==> config.mk <==
export PLATFORM = sky130hd
export DESIGN_NAME = noc_cfg_sched
export DESIGN_NICKNAME = d
export VERILOG_FILES = /design/src/rtl/noc_pkg.sv /design/src/rtl/rr_arbiter4.sv /design/src/rtl/noc_cfg_sched.sv
export SDC_FILE = /design/constraint.sdc
export NUM_CORES = 1
export LEC_CHECK = 0
export ABC_AREA = 1
export CAP_MARGIN = 5
export CORE_MARGIN = 2
export CORE_UTILIZATION = 25
export DETAILED_ROUTE_END_ITERATION = 7
export HOLD_SLACK_MARGIN = 0.05
export PLACE_DENSITY = 0.49
export SLEW_MARGIN = 20
export SYNTH_ARGS = -nofsm -noshare
export SYNTH_HDL_FRONTEND = slang
export SYNTH_SLANG_ARGS = --single-unit
==> constraint.sdc <==
create_clock -name clock -period 5.63 [get_ports clock]
set_input_delay 1.4075 -clock clock [delete_from_list [all_inputs] [get_ports clock]]
set_output_delay 1.4075 -clock clock [all_outputs]
set_load 0.01 [all_outputs]
==> src/rtl/noc_pkg.sv <==
// Shared constants and state encoding for the NoC configuration scheduler.
package noc_pkg;
  localparam int CFG_W     = 11;
  localparam int NUM_PORTS = 4;
  localparam int TMO_W     = 8;

  typedef enum logic [1:0] {
    ST_IDLE  = 2'd0,
    ST_BLOCK = 2'd1,
    ST_ISSUE = 2'd2,
    ST_WAIT  = 2'd3
  } state_t;
endpackage

==> src/rtl/rr_arbiter4.sv <==
// Four-way round-robin pick: first requester at or after ptr, wrapping 3 -> 0.
module rr_arbiter4 (
  input  logic [3:0] req,
  input  logic [1:0] ptr,
  output logic [1:0] gnt_id,
  output logic       any
);
  logic [1:0] idx;

  // Walk from the farthest offset down so the nearest requester wins last.
  always_comb begin
    gnt_id = ptr;
    any    = 1'b0;
    idx    = ptr;
    for (int k = 3; k >= 0; k--) begin
      idx = ptr + 2'(k);
      if (req[idx]) begin
        gnt_id = idx;
        any    = 1'b1;
      end
    end
  end
endmodule

==> src/rtl/noc_cfg_sched.sv <==
// Serialises mesh port reconfiguration: grant one requester, quiesce the mesh,
// hold its configure word, then wait for that port's ready (or give up).
module noc_cfg_sched #(
  parameter int CFG_W       = noc_pkg::CFG_W,
  parameter int HOLD_CYCLES = 3,
  parameter int TIMEOUT     = 255
) (
  input  logic               clock,
  input  logic               reset,
  input  logic [3:0]         req_valid,
  input  logic [4*CFG_W-1:0] req_cfg,
  output logic [3:0]         req_ack,
  input  logic [3:0]         processor_ready_signals,
  input  logic               block_in,
  output logic [CFG_W-1:0]   p0_configure,
  output logic [CFG_W-1:0]   p1_configure,
  output logic [CFG_W-1:0]   p2_configure,
  output logic [CFG_W-1:0]   p3_configure,
  output logic               block_all_paths,
  output logic               busy,
  output logic [1:0]         grant_id,
  output logic               done,
  output logic               timeout_err,
  output logic [1:0]         dbg_state,
  output logic [1:0]         dbg_rr_ptr
);
  import noc_pkg::*;

  localparam logic [TMO_W-1:0] HOLD_LAST = TMO_W'(HOLD_CYCLES - 1);
  localparam logic [TMO_W-1:0] TMO_LIM   = TMO_W'(TIMEOUT);

  state_t             state_q, state_d;
  logic [CFG_W-1:0]   cfg_q, cfg_d;
  logic [1:0]         grant_q, grant_d;
  logic [1:0]         rr_q, rr_d;
  logic [TMO_W-1:0]   cnt_q, cnt_d, cnt_inc;
  logic [3:0]         ack_q, ack_d;
  logic               done_q, done_d, tmo_q, tmo_d;
  logic               block_q, block_d, busy_q, busy_d;
  logic [CFG_W-1:0]   pcfg_q [NUM_PORTS];
  logic [CFG_W-1:0]   pcfg_d [NUM_PORTS];

  logic [1:0]         arb_gnt;
  logic               arb_any;
  logic [CFG_W-1:0]   req_word;

  rr_arbiter4 u_arb (
    .req    (req_valid),
    .ptr    (rr_q),
    .gnt_id (arb_gnt),
    .any    (arb_any)
  );

  assign req_word = req_cfg[arb_gnt*CFG_W +: CFG_W];

  always_comb begin
    state_d = state_q;
    cfg_d   = cfg_q;
    grant_d = grant_q;
    rr_d    = rr_q;
    cnt_d   = cnt_q;
    ack_d   = '0;
    done_d  = 1'b0;
    tmo_d   = 1'b0;
    cnt_inc = (cnt_q == '1) ? cnt_q : cnt_q + 1'b1;
    case (state_q)
      ST_IDLE: begin
        if (!block_in && arb_any) begin
          ack_d   = 4'b0001 << arb_gnt;
          grant_d = arb_gnt;
          cfg_d   = req_word;
          cnt_d   = '0;
          // An all-zero word is acknowledged but never reaches the mesh.
          if (req_word != '0) state_d = ST_BLOCK;
          else                rr_d    = arb_gnt + 2'd1;
        end
      end
      ST_BLOCK: begin
        state_d = ST_ISSUE;
        cnt_d   = '0;
      end
      ST_ISSUE: begin
        if (cnt_q == HOLD_LAST) begin
          state_d = ST_WAIT;
          cnt_d   = '0;
        end else begin
          cnt_d = cnt_inc;
        end
      end
      ST_WAIT: begin
        if (processor_ready_signals[grant_q]) begin
          done_d  = 1'b1;
          state_d = ST_IDLE;
          rr_d    = grant_q + 2'd1;
        end else if (cnt_inc == TMO_LIM) begin
          tmo_d   = 1'b1;
          state_d = ST_IDLE;
          rr_d    = grant_q + 2'd1;
        end else begin
          cnt_d = cnt_inc;
        end
      end
      default: state_d = ST_IDLE;
    endcase
  end

  // Outputs are registered, so they are derived from the next state.
  always_comb begin
    block_d = block_in || (state_d == ST_BLOCK) || (state_d == ST_ISSUE);
    busy_d  = (state_d != ST_IDLE);
    for (int i = 0; i < NUM_PORTS; i++) begin
      pcfg_d[i] = ((state_d == ST_ISSUE) && (grant_d == 2'(i))) ? cfg_d : '0;
    end
  end

  always_ff @(posedge clock or negedge reset) begin
    if (!reset) begin
      state_q <= ST_IDLE;
      cfg_q   <= '0;
      grant_q <= '0;
      rr_q    <= '0;
      cnt_q   <= '0;
      ack_q   <= '0;
      done_q  <= 1'b0;
      tmo_q   <= 1'b0;
      block_q <= 1'b0;
      busy_q  <= 1'b0;
      for (int i = 0; i < NUM_PORTS; i++) pcfg_q[i] <= '0;
    end else begin
      state_q <= state_d;
      cfg_q   <= cfg_d;
      grant_q <= grant_d;
      rr_q    <= rr_d;
      cnt_q   <= cnt_d;
      ack_q   <= ack_d;
      done_q  <= done_d;
      tmo_q   <= tmo_d;
      block_q <= block_d;
      busy_q  <= busy_d;
      for (int i = 0; i < NUM_PORTS; i++) pcfg_q[i] <= pcfg_d[i];
    end
  end

  assign req_ack         = ack_q;
  assign p0_configure    = pcfg_q[0];
  assign p1_configure    = pcfg_q[1];
  assign p2_configure    = pcfg_q[2];
  assign p3_configure    = pcfg_q[3];
  assign block_all_paths = block_q;
  assign busy            = busy_q;
  assign grant_id        = grant_q;
  assign done            = done_q;
  assign timeout_err     = tmo_q;
  assign dbg_state       = state_q;
  assign dbg_rr_ptr      = rr_q;
endmodule

# Word-level counts from Yosys, hierarchy flattened
# Index checks and enable logic that the tools add are counted.
dict set report classes {
  add_sub_neg 6
  mul 1
  order_cmp 5
  n_eq_ne 16
  n_shift 2
  muxes 50
  n_reduce_logical 15
}
# operator n
set ops {}
lappend ops {{$mux W11} 6}
lappend ops {{$shiftx A44 B7 Y11} 1}
lappend ops {{$mux W8} 5}
lappend ops {{$pmux W8 S4} 1}
lappend ops {{$mux W2} 15}
lappend ops {{$eq A8 B8 Y1 const B} 2}
lappend ops {{$lt A2 B3 Y1 const B} 5}
lappend ops {{$mux W1} 14}
lappend ops {{$reduce_bool A11 Y1} 1}
lappend ops {{$bmux W1 S2} 5}
lappend ops {{$eq A2 B2 Y1 const B} 5}
lappend ops {{$add A8 B1 Y8 const B} 1}
lappend ops {{$eq A8 B2 Y1 const B} 1}
lappend ops {{$mux W4} 2}
lappend ops {{$ne A2 B2 Y1 const B} 4}
lappend ops {{$pmux W2 S4} 1}
lappend ops {{$add A2 B1 Y2 const B} 3}
lappend ops {{$eq A2 B1 Y1 const B} 3}
lappend ops {{$mul A2 B4 Y6 const B} 1}
lappend ops {{$logic_and A1 B1 Y1} 5}
lappend ops {{$add A2 B2 Y2 const B} 2}
lappend ops {{$logic_not A2 Y1} 2}
lappend ops {{$pmux W2 S2} 1}
lappend ops {{$reduce_and A4 Y1} 1}
lappend ops {{6 further kinds} 8}
dict set report totals {
  register_bits 77
  inputBits 55
  output_inout_bits 58
  elab_cells 109
}

# Depth between registers and ports, before layout
dict set report logic_depth {
  word_depth 16
  depth_mapped 21
  ltp_nobuf 21
}

# Cells and area by module
# Synthesis repeated with hierarchy kept, for this count alone.
dict set report unflattened {
  cells_unflattened 498
  area_unflattened_um2 3837.4
}
# mod n_inst cells_each area_per_inst_um2
set by_module_without_submodules {}
lappend by_module_without_submodules {noc_cfg_sched 1 445 3603.5}
lappend by_module_without_submodules {rr_arbiter4 1 53 234.0}

# Least setup slack after synthesis
# OpenSTA, ideal clock, no wires.
dict set report synth_timing {
  path_kind {input to register}
  startpoint {input req_valid[3]}
  endpoint {register pcfg_q (netlist bit p0_configure[0])}
  setup_time_ns 0.071
  t_arrival_ns 3.040
  required_ns 5.559
  path_slack_ns 2.518
  cell_stages 21
  n_path_buf 2
  cell_sequence {inv_1 -> nand2_1 -> nand3_1 -> nand2_1 -> clkinv_1 -> nand2_1 -> nand2_2 -> nand2_2 -> nand2_4 -> nand2_4 -> buf_6 -> nand2_1 -> nand3_1 -> nand2_1 -> nand2_1 -> nor2_1 -> nand3_2 -> nand2_4 -> nand4_2 -> buf_4 -> nor2_1}
}
# item line
set synth_lines {}
lappend synth_lines {{from (decl)} noc_cfg_sched.sv:10} ;# input logic [3:0] req_valid,
lappend synth_lines {{to (decl)} noc_cfg_sched.sv:40} ;# logic [CFG_W-1:0] pcfg_q [NUM_PORTS];

==> results by stage <==
Outcome:
- The flow ran to the end, and the final reports show no timing, DRC or antenna violations.

Synth:
- The summed instance area of the synthesized netlist is 3670 um2.
- The number of different library cells in the post-synthesis netlist is 32.
- For this run, the leading register cell type out of synthesis is dfrtp_1.
- The synthesized netlist devotes 0.681% of its cell area to adder and majority cells.
- The fraction of the mapped netlist area in simple logic gates is 32.2%.
- The count of synthesis-stage warnings from yosys is 0.
- The mux share of post-synthesis cell area is 0%.
- The largest family of logic cells by synthesized area is simple AND/OR/NAND/NOR gates.
- The share of synthesized flip-flops with an asynchronous set or reset is between 90% and 100%.
- The number of enable-type register cells in the synthesized netlist is 0.
- After Yosys synthesis, XOR and XNOR cells account for under 10% of the synthesized area.
- The synthesized net count is 500.
- The synthesized instance count is 443.
- After synthesis, flip-flops and latches occupy 52.5% of the total area.
- Summing the areas of all compound-gate instances in the mapped netlist gives 5.11% of the synthesized area.
- The flip-flop and latch count after synthesis is 77.
- The average cell area after synthesis is 8.29 um2.

Worst setup path:
- STA classifies the critical path endpoint as a register.
- The kind of cell with the highest combined delay along the critical path is simple AND/OR/NAND/NOR gates.
- The worst setup path is launched from a primary input.
- The critical path goes through clkdlybuf4s50_1 -> inv_1 -> o21ai_1 -> nand2_1 -> nand2_1 -> inv_2 -> nand2_2 -> nand3_2 -> nand2_4 -> inv_2 -> nand2_1 -> nand2_1 -> nand2_1 -> nand2_1 -> nor2_1 -> nand3_2 -> nand2_4 -> nand4_2 -> nor2_1.
- The critical path contains buffers and inverters numbering 4 combined.
- The peak fanout along the critical path is 26.
- The slowest stage cell on the critical path is clkdlybuf4s50_1.
- The highest cell delay on the worst timing path is 0.45 ns.
- For the worst setup path, the data arrival time is 4.37 ns.
- In this run the register-to-register setup slack is between 2 and 2.5 ns.
- The type of the setup path with the least slack is in -> reg.
- At the worst endpoint, the required time is 5.89 ns.
- In this design, the critical path's most frequently occurring cell is nand2_1.

Drt:
- Once detail routing completed, the nets flagged for antenna violations numbered 0.
- Before antenna repair, the detailed router went through 5 iterations.
- The detail-routed net length per standard cell is around 15 um.
- The detailed router placed 3246 vias in this run.
- Summed over all layers, the routed wires come to 10.8 mm.
- The detailed router finished its first iteration with 192 violations.
- The number of vias per cell is 4.39.
- In the routed design, unresolved DRC markers number 0.

STA:
- The setup TNS is 0 ns.
- The peak clock frequency supported by timing is 243 MHz.
- On the final layout, the worst clock skew is 0.00500 ns.
- The slew at the pin with the worst max-slew slack is 0.630 ns.
- The worst relative slew slack is 58.0%.
- The final setup violation count is 0.
- The number of hold violations in the final report came to 0.
- The post-route fraction of the period consumed by the critical path is 73.1%.
- The shortest clock period the worst path allows after layout is 4.12 ns.
- The number of max-slew violations in the final report was 0.
- Setup repair after global routing left no endpoint under its margin.

Global route:
- Global routing finished with a remaining overflow of 0.
- The via count of the first global-routing pass is roughly 3300.
- The most utilized layer in the global route result is met2.
- The wire length of the first global-routing pass is 17.4 mm.
- The global-route usage over all layers is between 10% and 20%.
- The met2 track demand over resource in global routing is about 23%.
- The met3 routing resource usage after global routing is between 3 and 4%.
- Entering global routing, the biggest net connects between 70 and 80 pins.
- The routing usage on met1 is 18.3%.
- The number of antenna violations at the first check in global routing is 0.

Clock tree:
- TritonCTS built the clock tree.
- The buffer count from post-CTS setup fixing is 0.
- For the worst-skew pair, the clock arrives at the later sink with an insertion delay of 0.34 ns.
- Counting along the longest clock path gives a buffer depth of 2.
- The H-tree depth is 3.
- For this design, the sink count on the clock tree is 77.
- The root buffer cell is clkbuf_16.
- After clock tree synthesis, the clock-pin slew on the worst setup and hold paths is roughly 0.060 ns.
- After clock tree synthesis, the flow added hold-fix buffers numbering 0.
- The post-CTS resize count is 0.
- The CTS buffer count is 9.

Floorplanning:
- The initialized floorplan defines 44 standard-cell rows.
- The die is 125 um wide.
- For this design the top-level I/O count stands at 113.
- The core region is 14400 um2.
- The die is 125 um tall.
- The initial utilization of the core area, before any placement, comes to 25.5%.
- The die area is roughly 16000 um2.

Power:
- For this design the static power due to leakage is 0.00247 uW.
- The maximum ir drop on the vdd rail is 0.000189 V.
- After layout, the design draws a total of 3000 uW.
- For this design the ratio of total power to cell area is 574 nW/um2.

Hold path:
- The type of the most critical hold path is reg -> reg.

Placement:
- At the end of routability-driven placement, the weighted congestion stood at 0.818.
- The number of port buffers is 112.
- After legalization and detailed placement, the total HPWL measured around 8.1 mm.

Cells and area:
- Relative to the synthesized area, the layout overhead comes to 42.5%.
- The net count of the finished layout is 608.
- The number of antenna diodes is 0.
- In the final layout, the share of cells above drive strength 1 is approximately 8.3%.

Job:
- Across the run, the number of max-cap violations was 0.
state kept, by name (all words and copies together), names as in the netlist:
| signal | count |
|---|---|
| dbg_rr_ptr | 2 |
| dbg_state | 2 |
| p1_configure | 11 |
| block_all_paths | 1 |
| p0_configure | 11 |
| p3_configure | 11 |
| p2_configure | 11 |
| cfg_q | 11 |
| timeout_err | 1 |
| grant_id | 2 |
| busy | 1 |
| cnt_q | 8 |
| req_ack | 4 |
| done | 1 |
cells in the final DEF (no fill, tap or decap), types with 2 or more instances in the layout:
cell type,instances
nand2_2,3
inv_6,4
nand2_1,119
o21ai_1,10
inv_2,6
nand3_1,55
nand3_2,3
xor2_1,7
clkdlybuf4s50_1,111
nor3_1,3
nand2_4,3
inv_1,40
dfrtp_1,77
ha_1,2
a21oi_1,2
nand4_2,4
clkbuf_16,9
a21oi_2,2
nor3b_2,2
nor2_1,64
o21ai_0,15
layout make-up:
cell class,instances,area [um2]
inverters,47,176
well taps,184,230
multi-input cells,303,1460
repair buffers,113,1140
clock inverters,7,78.8
fillers,1472,9190
flip-flops and latches,77,1930
clock buffers,9,225
worst min-delay path, delay by kind of cell, from the launching register on:
family / cells / cell delay, ns
and+or+nand+nor: 2 / 0.14
DFF: 1 / 0.33
cells by family (layout without fill, tap and decap cells):
family,Yosys count,after routing
AO/OA/AOI/OAI,32,32
flip-flops,77,77
buffers and inverters,63,176
XOR/XNOR,7,7
AND/OR/NAND/NOR,262,262
adder cells (fa/ha/maj),2,2
per-layer routing:
metal	routed length, um	up-vias
met5	0	-
met4	157	0
li1	-	1608
met1	4780	1521
met3	705	12
met2	5150	105
path summary, 6_finish.rpt:
| path | to | depth (start not counted) | from |
|---|---|---|---|
| max in group asynchronous | cnt_q[0] | 2 | reset |
| max reg2reg | p3_configure[4] | 19 | dbg_rr_ptr[0] |
| max | p3_configure[4] | 19 | req_valid[3] |
| min | cfg_q[10] | 2 | cfg_q[10] |
| min in group asynchronous | p1_configure[5] | 1 | reset |
| min reg2reg | cfg_q[10] | 2 | cfg_q[10] |
where the power goes:
group | switching [uW] | internal, uW
Clock | 246 | 350
Combinational | 1010 | 570
Sequential | 102 | 725
synth_stat cells (2+ instances only):
master / instances / area [um2]
nand2_1: 119 / 447
nand2_2: 3 / 18.8
o21ai_0: 15 / 75.1
buf_2: 4 / 20.0
nand3_1: 55 / 275
ha_1: 2 / 25.0
nand4_2: 4 / 50.1
nand3_2: 3 / 30.0
clkbuf_1: 2 / 7.51
xor2_1: 7 / 61.3
buf_6: 3 / 33.8
a21oi_2: 2 / 17.5
dfrtp_1: 77 / 1930
nand2_4: 3 / 33.8
inv_2: 6 / 22.5
o21ai_1: 10 / 50.1
a21oi_1: 2 / 10.0
nor2_1: 64 / 240
inv_1: 40 / 150
buf_4: 7 / 52.6
nor3_1: 3 / 15.0
nor3b_2: 2 / 25.0
through the flow:
| stage | area (um2) | hold WS (ns) | utilization (%) | worst slack [ns] | std cells |
|---|---|---|---|---|---|
| 6_report | 5230 | 0.508 | 36.3 | 1.51 | 740 |
| 5_1_grt | 5230 | 0.527 | 36.3 | 1.12 | 740 |
| 4_1_cts | 5210 | 0.512 | 36.1 | 1.50 | 739 |
| 3_5_place_dp | 4910 | 0.496 | 34.0 | 1.16 | 723 |
| 3_3_place_gp | 4910 | 0.470 | 34.0 | 1.29 | 723 |
| 2_1_floorplan | 3670 | 0.445 | - | 2.52 | 443 |
(Power assumes the default switching activity.)
